`src/rtl/pe_fifo_arb_if.sv`:
```
// pe_fifo_arb_if: requester-FIFO read side and output stream of the round-robin FIFO arbiter.
interface pe_fifo_arb_if #(
  parameter int NUM_REQ    = 4,
  parameter int DATA_WIDTH = 16
) ();
  localparam int IW = $clog2(NUM_REQ);
  logic [NUM_REQ-1:0]            req_mask_i;
  logic [NUM_REQ-1:0]            fifo_empty_i;
  logic [NUM_REQ-1:0]            fifo_rd_en_o;
  logic [NUM_REQ*DATA_WIDTH-1:0] fifo_rd_data_i;
  logic                          out_valid_o;
  logic                          out_ready_i;
  logic [DATA_WIDTH-1:0]         out_data_o;
  logic [IW-1:0]                 out_id_o;
  modport master (
    input  req_mask_i, fifo_empty_i, fifo_rd_data_i, out_ready_i,
    output fifo_rd_en_o, out_valid_o, out_data_o, out_id_o
  );
  modport slave (
    output req_mask_i, fifo_empty_i, fifo_rd_data_i, out_ready_i,
    input  fifo_rd_en_o, out_valid_o, out_data_o, out_id_o
  );
endinterface

```
`src/rtl/pe_fifo_arb.sv`:
```
// pe_fifo_arb: round-robin reader of NUM_REQ FIFOs into a 2-entry output buffer.
// Define PE_ARB_BURST_EN to let a requester keep up to BURST_LEN consecutive grants.
module pe_fifo_arb #(
  parameter int NUM_REQ    = 4,
  parameter int DATA_WIDTH = 16,
  parameter int BURST_LEN  = 4
) (
  input logic          clk,
  input logic          rst,
  pe_fifo_arb_if.master bus
);
  localparam int IW = $clog2(NUM_REQ);
  if (NUM_REQ < 2 || NUM_REQ > 8 || BURST_LEN < 1 || BURST_LEN > 15) begin : g_bad_param
    $error("pe_fifo_arb: parameter out of range");
  end
  function automatic logic [IW-1:0] wrap(input int v);
    return IW'(v % NUM_REQ);
  endfunction
  logic [DATA_WIDTH-1:0] buf_data [2];
  logic [IW-1:0]         buf_id [2];
  logic                  wr_ptr, rd_ptr, inflight, started, fire, space, grant, rr_found;
  logic [1:0]            count;
  logic [IW-1:0]         inflight_id, last, pick, rr_pick;
  logic [NUM_REQ-1:0]    elig;
  assign elig = bus.req_mask_i & ~bus.fifo_empty_i;
  assign bus.out_valid_o = !rst && count != 2'd0;
  assign bus.out_data_o = bus.out_valid_o ? buf_data[rd_ptr] : '0;
  assign bus.out_id_o = bus.out_valid_o ? buf_id[rd_ptr] : '0;
  assign fire = bus.out_valid_o && bus.out_ready_i;
  // a word leaving this cycle frees its slot for the read issued now
  assign space = ({1'b0, count} + {2'b0, inflight}) < (3'd2 + {2'b0, fire});
  always_comb begin
    rr_found = 1'b0;
    rr_pick = '0;
    for (int k = 1; k <= NUM_REQ; k++) begin
      if (!rr_found && elig[wrap(int'(last) + k)]) begin
        rr_found = 1'b1;
        rr_pick = wrap(int'(last) + k);
      end
    end
  end
`ifdef PE_ARB_BURST_EN
  logic [3:0] burst_cnt;
  logic       hold;
  assign hold = burst_cnt != 4'd0 && burst_cnt < 4'(BURST_LEN) && elig[last];
  assign pick = hold ? last : rr_pick;
  assign grant = started && !rst && space && (hold || rr_found);
  always_ff @(posedge clk) begin
    if (rst) burst_cnt <= '0;
    else if (grant) burst_cnt <= hold ? burst_cnt + 4'd1 : 4'd1;
    else if (!elig[last]) burst_cnt <= '0;
  end
`else
  assign pick = rr_pick;
  assign grant = started && !rst && space && rr_found;
`endif
  assign bus.fifo_rd_en_o = grant ? NUM_REQ'(1) << pick : '0;
  always_ff @(posedge clk) begin
    if (rst) begin
      started <= 1'b0;
      inflight <= 1'b0;
      inflight_id <= '0;
      last <= IW'(NUM_REQ - 1);
      count <= '0;
      wr_ptr <= 1'b0;
      rd_ptr <= 1'b0;
    end else begin
      started <= 1'b1;
      inflight <= grant;
      if (grant) begin
        inflight_id <= pick;
        last <= pick;
      end
      if (inflight) wr_ptr <= ~wr_ptr;
      if (fire) rd_ptr <= ~rd_ptr;
      count <= count + {1'b0, inflight} - {1'b0, fire};
    end
  end
  always_ff @(posedge clk) begin
    if (!rst && inflight) begin
      buf_data[wr_ptr] <= bus.fifo_rd_data_i[int'(inflight_id)*DATA_WIDTH +: DATA_WIDTH];
      buf_id[wr_ptr] <= inflight_id;
    end
  end
endmodule

```
`src/flat_wrapper.sv`:
```
// flat-port wrapper written by rule: the top's interface ports become plain ports
module pe_fifo_arb_flat 
#(
  parameter int NUM_REQ    = 4,
  parameter int DATA_WIDTH = 16,
  parameter int BURST_LEN  = 4
)
  (clk, rst, bus_req_mask_i, bus_fifo_empty_i, bus_fifo_rd_data_i, bus_out_ready_i, bus_fifo_rd_en_o, bus_out_valid_o, bus_out_data_o, bus_out_id_o);
  pe_fifo_arb_if #(.NUM_REQ(NUM_REQ), .DATA_WIDTH(DATA_WIDTH)) bus_i ();
  input logic clk;
  input logic rst;
  input wire logic [$bits(bus_i.req_mask_i)-1:0] bus_req_mask_i;
  input wire logic [$bits(bus_i.fifo_empty_i)-1:0] bus_fifo_empty_i;
  input wire logic [$bits(bus_i.fifo_rd_data_i)-1:0] bus_fifo_rd_data_i;
  input wire logic [$bits(bus_i.out_ready_i)-1:0] bus_out_ready_i;
  output wire logic [$bits(bus_i.fifo_rd_en_o)-1:0] bus_fifo_rd_en_o;
  output wire logic [$bits(bus_i.out_valid_o)-1:0] bus_out_valid_o;
  output wire logic [$bits(bus_i.out_data_o)-1:0] bus_out_data_o;
  output wire logic [$bits(bus_i.out_id_o)-1:0] bus_out_id_o;
  assign bus_i.req_mask_i = bus_req_mask_i;
  assign bus_i.fifo_empty_i = bus_fifo_empty_i;
  assign bus_i.fifo_rd_data_i = bus_fifo_rd_data_i;
  assign bus_i.out_ready_i = bus_out_ready_i;
  assign bus_fifo_rd_en_o = bus_i.fifo_rd_en_o;
  assign bus_out_valid_o = bus_i.out_valid_o;
  assign bus_out_data_o = bus_i.out_data_o;
  assign bus_out_id_o = bus_i.out_id_o;
  pe_fifo_arb #(.NUM_REQ(NUM_REQ), .DATA_WIDTH(DATA_WIDTH), .BURST_LEN(BURST_LEN)) u_core (.clk(clk), .rst(rst), .bus(bus_i));
endmodule
```
`config.mk`:
```
export PLATFORM = sky130hd
export DESIGN_NAME = pe_fifo_arb_flat
export DESIGN_NICKNAME = d
export VERILOG_FILES = /design/src/rtl/pe_fifo_arb_if.sv /design/src/rtl/pe_fifo_arb.sv /design/src/flat_wrapper.sv
export SDC_FILE = /design/constraint.sdc
export NUM_CORES = 1
export LEC_CHECK = 0
export ABC_CLOCK_PERIOD_IN_PS = 4600
export CORE_MARGIN = 2
export CORE_UTILIZATION = 35
export DETAILED_ROUTE_END_ITERATION = 8
export GPL_TIMING_DRIVEN = 0
export PLACE_DENSITY = 0.67
export SYNTH_ARGS = -nofsm -noshare
export SYNTH_HDL_FRONTEND = slang
export SYNTH_SLANG_ARGS = --single-unit
```
`constraint.sdc`:
```
create_clock -name clk -period 4.6 [get_ports clk]
set_input_delay 0.92 -clock clk [delete_from_list [all_inputs] [get_ports clk]]
set_output_delay 0.92 -clock clk [all_outputs]
set_load 0.02 [all_outputs]
```
==> tab_implementation.tex <==
\begin{tabular}{lr}
\hline
Metric & Value \\
\hline
\multicolumn{2}{l}{\textbf{Global route}} \\
\quad Global-route layer with the greatest usage & met2 \\
\quad Grt met3 use & 3.60\% \\
\quad Global-route wire length before repair & 7880 µm \\
\quad Grt ovf & 0 \\
\quad Met1 track demand over resource in global routing & 17.4\% \\
\quad Number of antenna violations at the first check in global routing & 0 \\
\quad Total global routing track utilization & 13.8\% \\
\quad Met2 track utilization from global routing & 22.8\% \\
\quad Pin count of the biggest net entering global routing & 19 \\
\quad Vias in the first global route & 1610 \\
\multicolumn{2}{l}{\textbf{Power}} \\
\quad Sum of internal, switching and leakage power & 1.05 mW \\
\quad Switching power of the nets & 255 µW \\
\quad PwrDens & 291 nW/µm² \\
\quad Relative contribution of sequential cells to total power & 46.8\% \\
\quad Internal power contribution & 797 µW \\
\quad Proportion of power drawn by combinational gates & 25.9\% \\
\quad Max IR drop VDD & 0.000146 V \\
\quad Clock share of power & 27.3\% \\
\quad Sw frac & 24.3\% \\
\quad Static power due to leakage & 1.27 nW \\
\multicolumn{2}{l}{\textbf{Floorplan}} \\
\quad Core Rows & 30 \\
\quad Die area & 7580 µm² \\
\quad Initial cell density of the core & 35.9\% \\
\quad Total I/O pin count & 98 \\
\quad Horizontal die dimension & 87.0 µm \\
\quad Area of the core region & 6720 µm² \\
\quad Overall die height & 87.0 µm \\
\multicolumn{2}{l}{\textbf{Place}} \\
\quad Worst slack after detailed placement & 0.754 ns \\
\quad Final weighted congestion of routability-driven global placement & 0.691 \\
\quad Detailed placement HPWL & 4050 µm \\
\quad Cell area after placement & 3500 µm² \\
\quad Number of buffers inserted by port buffering & 97 \\
\quad Cell count after placement & 341 \\
\multicolumn{2}{l}{\textbf{Logic synthesis}} \\
\quad Dominant cells by area after synthesis & edfxtp\_1 45\%, mux4\_2 15\%, dfxtp\_1 9.1\% \\
\quad Combined area of all synthesized cells & 2410 µm² \\
\quad Count of flip-flops with a built-in enable after synthesis & 36 \\
\quad Fraction of post-synthesis cell area in the top cell type by area & 44.8\% \\
\quad Register area share after synthesis & 53.9\% \\
\quad Number of synthesized register bits & 47 \\
\quad Synth unique cells & 37 \\
\quad Top cells by instance count after synthesis & 36 x edfxtp\_1, 26 x nor2\_1, 18 x mux2i\_1 \\
\quad Most frequent cell after synthesis & edfxtp\_1 \\
\quad Cell count after synthesis & 163 \\
\quad Net count after synthesis & 242 \\
\quad Count of synthesis-stage warnings from yosys & 0 \\
\quad Most used flip-flop cell after synthesis & edfxtp\_1 \\
\quad Post-Synthesis Mean Instance Area & 14.8 µm² \\
\quad Largest area contributor in the synthesized netlist & edfxtp\_1 \\
\quad Fraction of registers with async set or reset after synthesis & 0\% \\
\multicolumn{2}{l}{\textbf{Layout}} \\
\quad Diodes inserted & 0 \\
\quad Non-Filler Cell Area, Final & 3610 µm² \\
\quad Post-layout nets & 347 \\
\quad Area grow syn2layout & 49.5\% \\
\quad Final Util & 53.7\% \\
\quad Count of placed standard cells in the final layout, fillers left out & 349 \\
\quad Share of cells above drive strength 1 & 18.2\% \\
\multicolumn{2}{l}{\textbf{STA}} \\
\quad Setup slack of the critical path after layout & 0.774 ns \\
\quad Final cycle utilization of the critical path & 83.2\% \\
\quad Final-report hold violation count & 0 \\
\quad Remaining max-slew budget at the tightest pin & 42.9\% \\
\quad Pin slew with the least headroom to its limit & 0.857 ns \\
\quad Timing-limited maximum frequency & 0.261 GHz \\
\quad Worst clock skew & 0.00404 ns \\
\quad Sum of negative setup slack & 0 ns \\
\quad WHS & 0.456 ns \\
\quad RSZ-0062 raised after global routing & no \\
\quad Total setup violations reported at the end of the flow & 0 \\
\quad Fin. max-slew vios & 0 \\
\quad Min Tclk post-route & 3.83 ns \\
\multicolumn{2}{l}{\textbf{Hold path}} \\
\quad Hold crit path type & reg2reg \\
\quad Startpoint of the worst hold path & u\_core.inflight\_id[1] \\
\multicolumn{2}{l}{\textbf{Worst setup path}} \\
\quad Type of element launching the critical path & primary input \\
\quad Highest fanout seen on the critical path & 5 \\
\quad Critical path's largest stage delay & 0.60 ns \\
\quad Worst setup EP type & output port \\
\quad Slowest cell on the critical path & clkdlybuf4s50\_1 \\
\quad Worst Path Arrival & 2.91 ns \\
\quad Reg2Reg Launch Point & u\_core.inflight\_id[0] \\
\quad Cell occurring most often along the worst timing path & clkdlybuf4s50\_1 \\
\quad Cell chain of the critical path & clkdlybuf4s50\_1 > nor2b\_4 > a221o\_1 > a2bb2oi\_4 > and3\_1 > clkdlybuf4s50\_1 \\
\quad Critical setup path kind & in2out \\
\quad Launching element of the worst setup path & bus\_fifo\_empty\_i[1] \\
\quad Crit path required time & 3.68 ns \\
\multicolumn{2}{l}{\textbf{Clocking}} \\
\quad Cts-stage hold buffer count & 0 \\
\quad H-tree levels & 2 \\
\quad Clock tree from TritonCTS & built \\
\quad Gates resized, CTS repair & 0 \\
\quad Maximum clock path buffer count & 2 \\
\quad Clock latency on the worst-skew pair & 0.29 ns \\
\quad Number of post-CTS setup repair buffers & 0 \\
\quad Sinks on Clock Net & 47 \\
\quad Num CTS Buffers & 5 \\
\quad Clk Tree Root Cell & clkbuf\_8 \\
\quad Reg clk slew, reported paths & 0.08 ns \\
\multicolumn{2}{l}{\textbf{Routing}} \\
\quad Number of DRC violations after detailed routing & 0 \\
\quad Vias per cell & 4.93 \\
\quad Wire length per cell & 14.9 µm \\
\quad Initial detailed-routing violation count & 72 \\
\quad First-pass DRT Iterations & 4 \\
\quad Routed Wire Length & 5220 µm \\
\quad Residual antenna-violating net count after detailed routing & 0 \\
\quad Count of vias placed by the detailed router & 1719 \\
\multicolumn{2}{l}{\textbf{Job}} \\
\quad MaxCap Viol Count & 0 \\
\multicolumn{2}{l}{\textbf{Run status}} \\
\quad Result of the run & finished, final reports clean \\
\hline
\end{tabular}
## power by group through the flow
stage,clock [mW],combinational [mW],sequential (mW)
6_report,0.287,0.273,0.492
5_1_grt,0.315,0.293,0.494
4_1_cts,0.294,0.277,0.492
3_5_place_dp,0,0.277,0.502
3_3_place_gp,0,0.270,0.501
2_1_floorplan,0,0.152,0.499
## worst max-delay path, delay by kind of cell
family,cells,cell delay [ns]
AND/OR/NAND/NOR,2,0.26
buffers and inverters,2,1.11
AO/OA/AOI/OAI,2,0.60
## cells by family (layout without fill, tap and decap cells)
kind of cell	after synthesis	count (layout)	synth area share, %
DFF	47	47	53.9
and+or+nand+nor	44	44	10.5
muxes	34	34	22.4
buffers and inverters	17	123	3.63
AOI/OAI and AO/OA	13	13	6.07
adders and majority gates	4	4	2.07
xor gates and xnor gates	4	4	1.45
## layout make-up
cell class	count	area [µm²]
fill	569	3110
tap	80	100
clock inverter	3	38.8
buffer	10	61.3
sequential	47	1300
timing repair buffer	98	982
multi-input combinational	99	1030
clock buffer	5	68.8
inverter	7	26.3
## state kept, by name, summed over array words and instances, names as in the netlist, named ones only
name                flops
u_core.rd_ptr           1
u_core.buf_id           4
u_core.inflight_id      2
u_core.wr_ptr           1
u_core.count            2
u_core.inflight         1
u_core.buf_data        32
u_core.last             2
u_core.started          1
## metal layers
metal	part of all wire, %	vias to the layer above	wire length, µm
li1	-	825	-
met1	42	827	2190
met2	50	58	2620
met3	5.8	9	300
met4	2.0	0	106
met5	0	-	0
## path summary, 6_finish.rpt
| kind | endpoint | slack (ns) | cells after the start |
|---|---|---|---|
| hold reg to reg | u_core.buf_id[1][1] | 0.46 | 0 |
| hold / removal | u_core.buf_id[1][1] | 0.46 | 0 |
| setup / recovery | bus_fifo_rd_en_o[2] | 0.77 | 6 |
| setup reg to reg | u_core.buf_data[1][9] | 2.95 | 3 |
## layout by cell type, fill, tap and decap left out, drive strengths merged, types with 2 or more instances in the layout
master	count
nor2	26
clkdlybuf4s50	97
mux2i	18
ha	4
nor2b	2
mux4	16
inv	7
a221o	2
and3	2
xnor2	3
clkbuf	5
dfxtp	11
and2b	2
nand2	5
edfxtp	36
nand2b	4
nor3b	2
a21oi	2
clkinv	2
buf	11
Power figures use the tool's default switching activity.
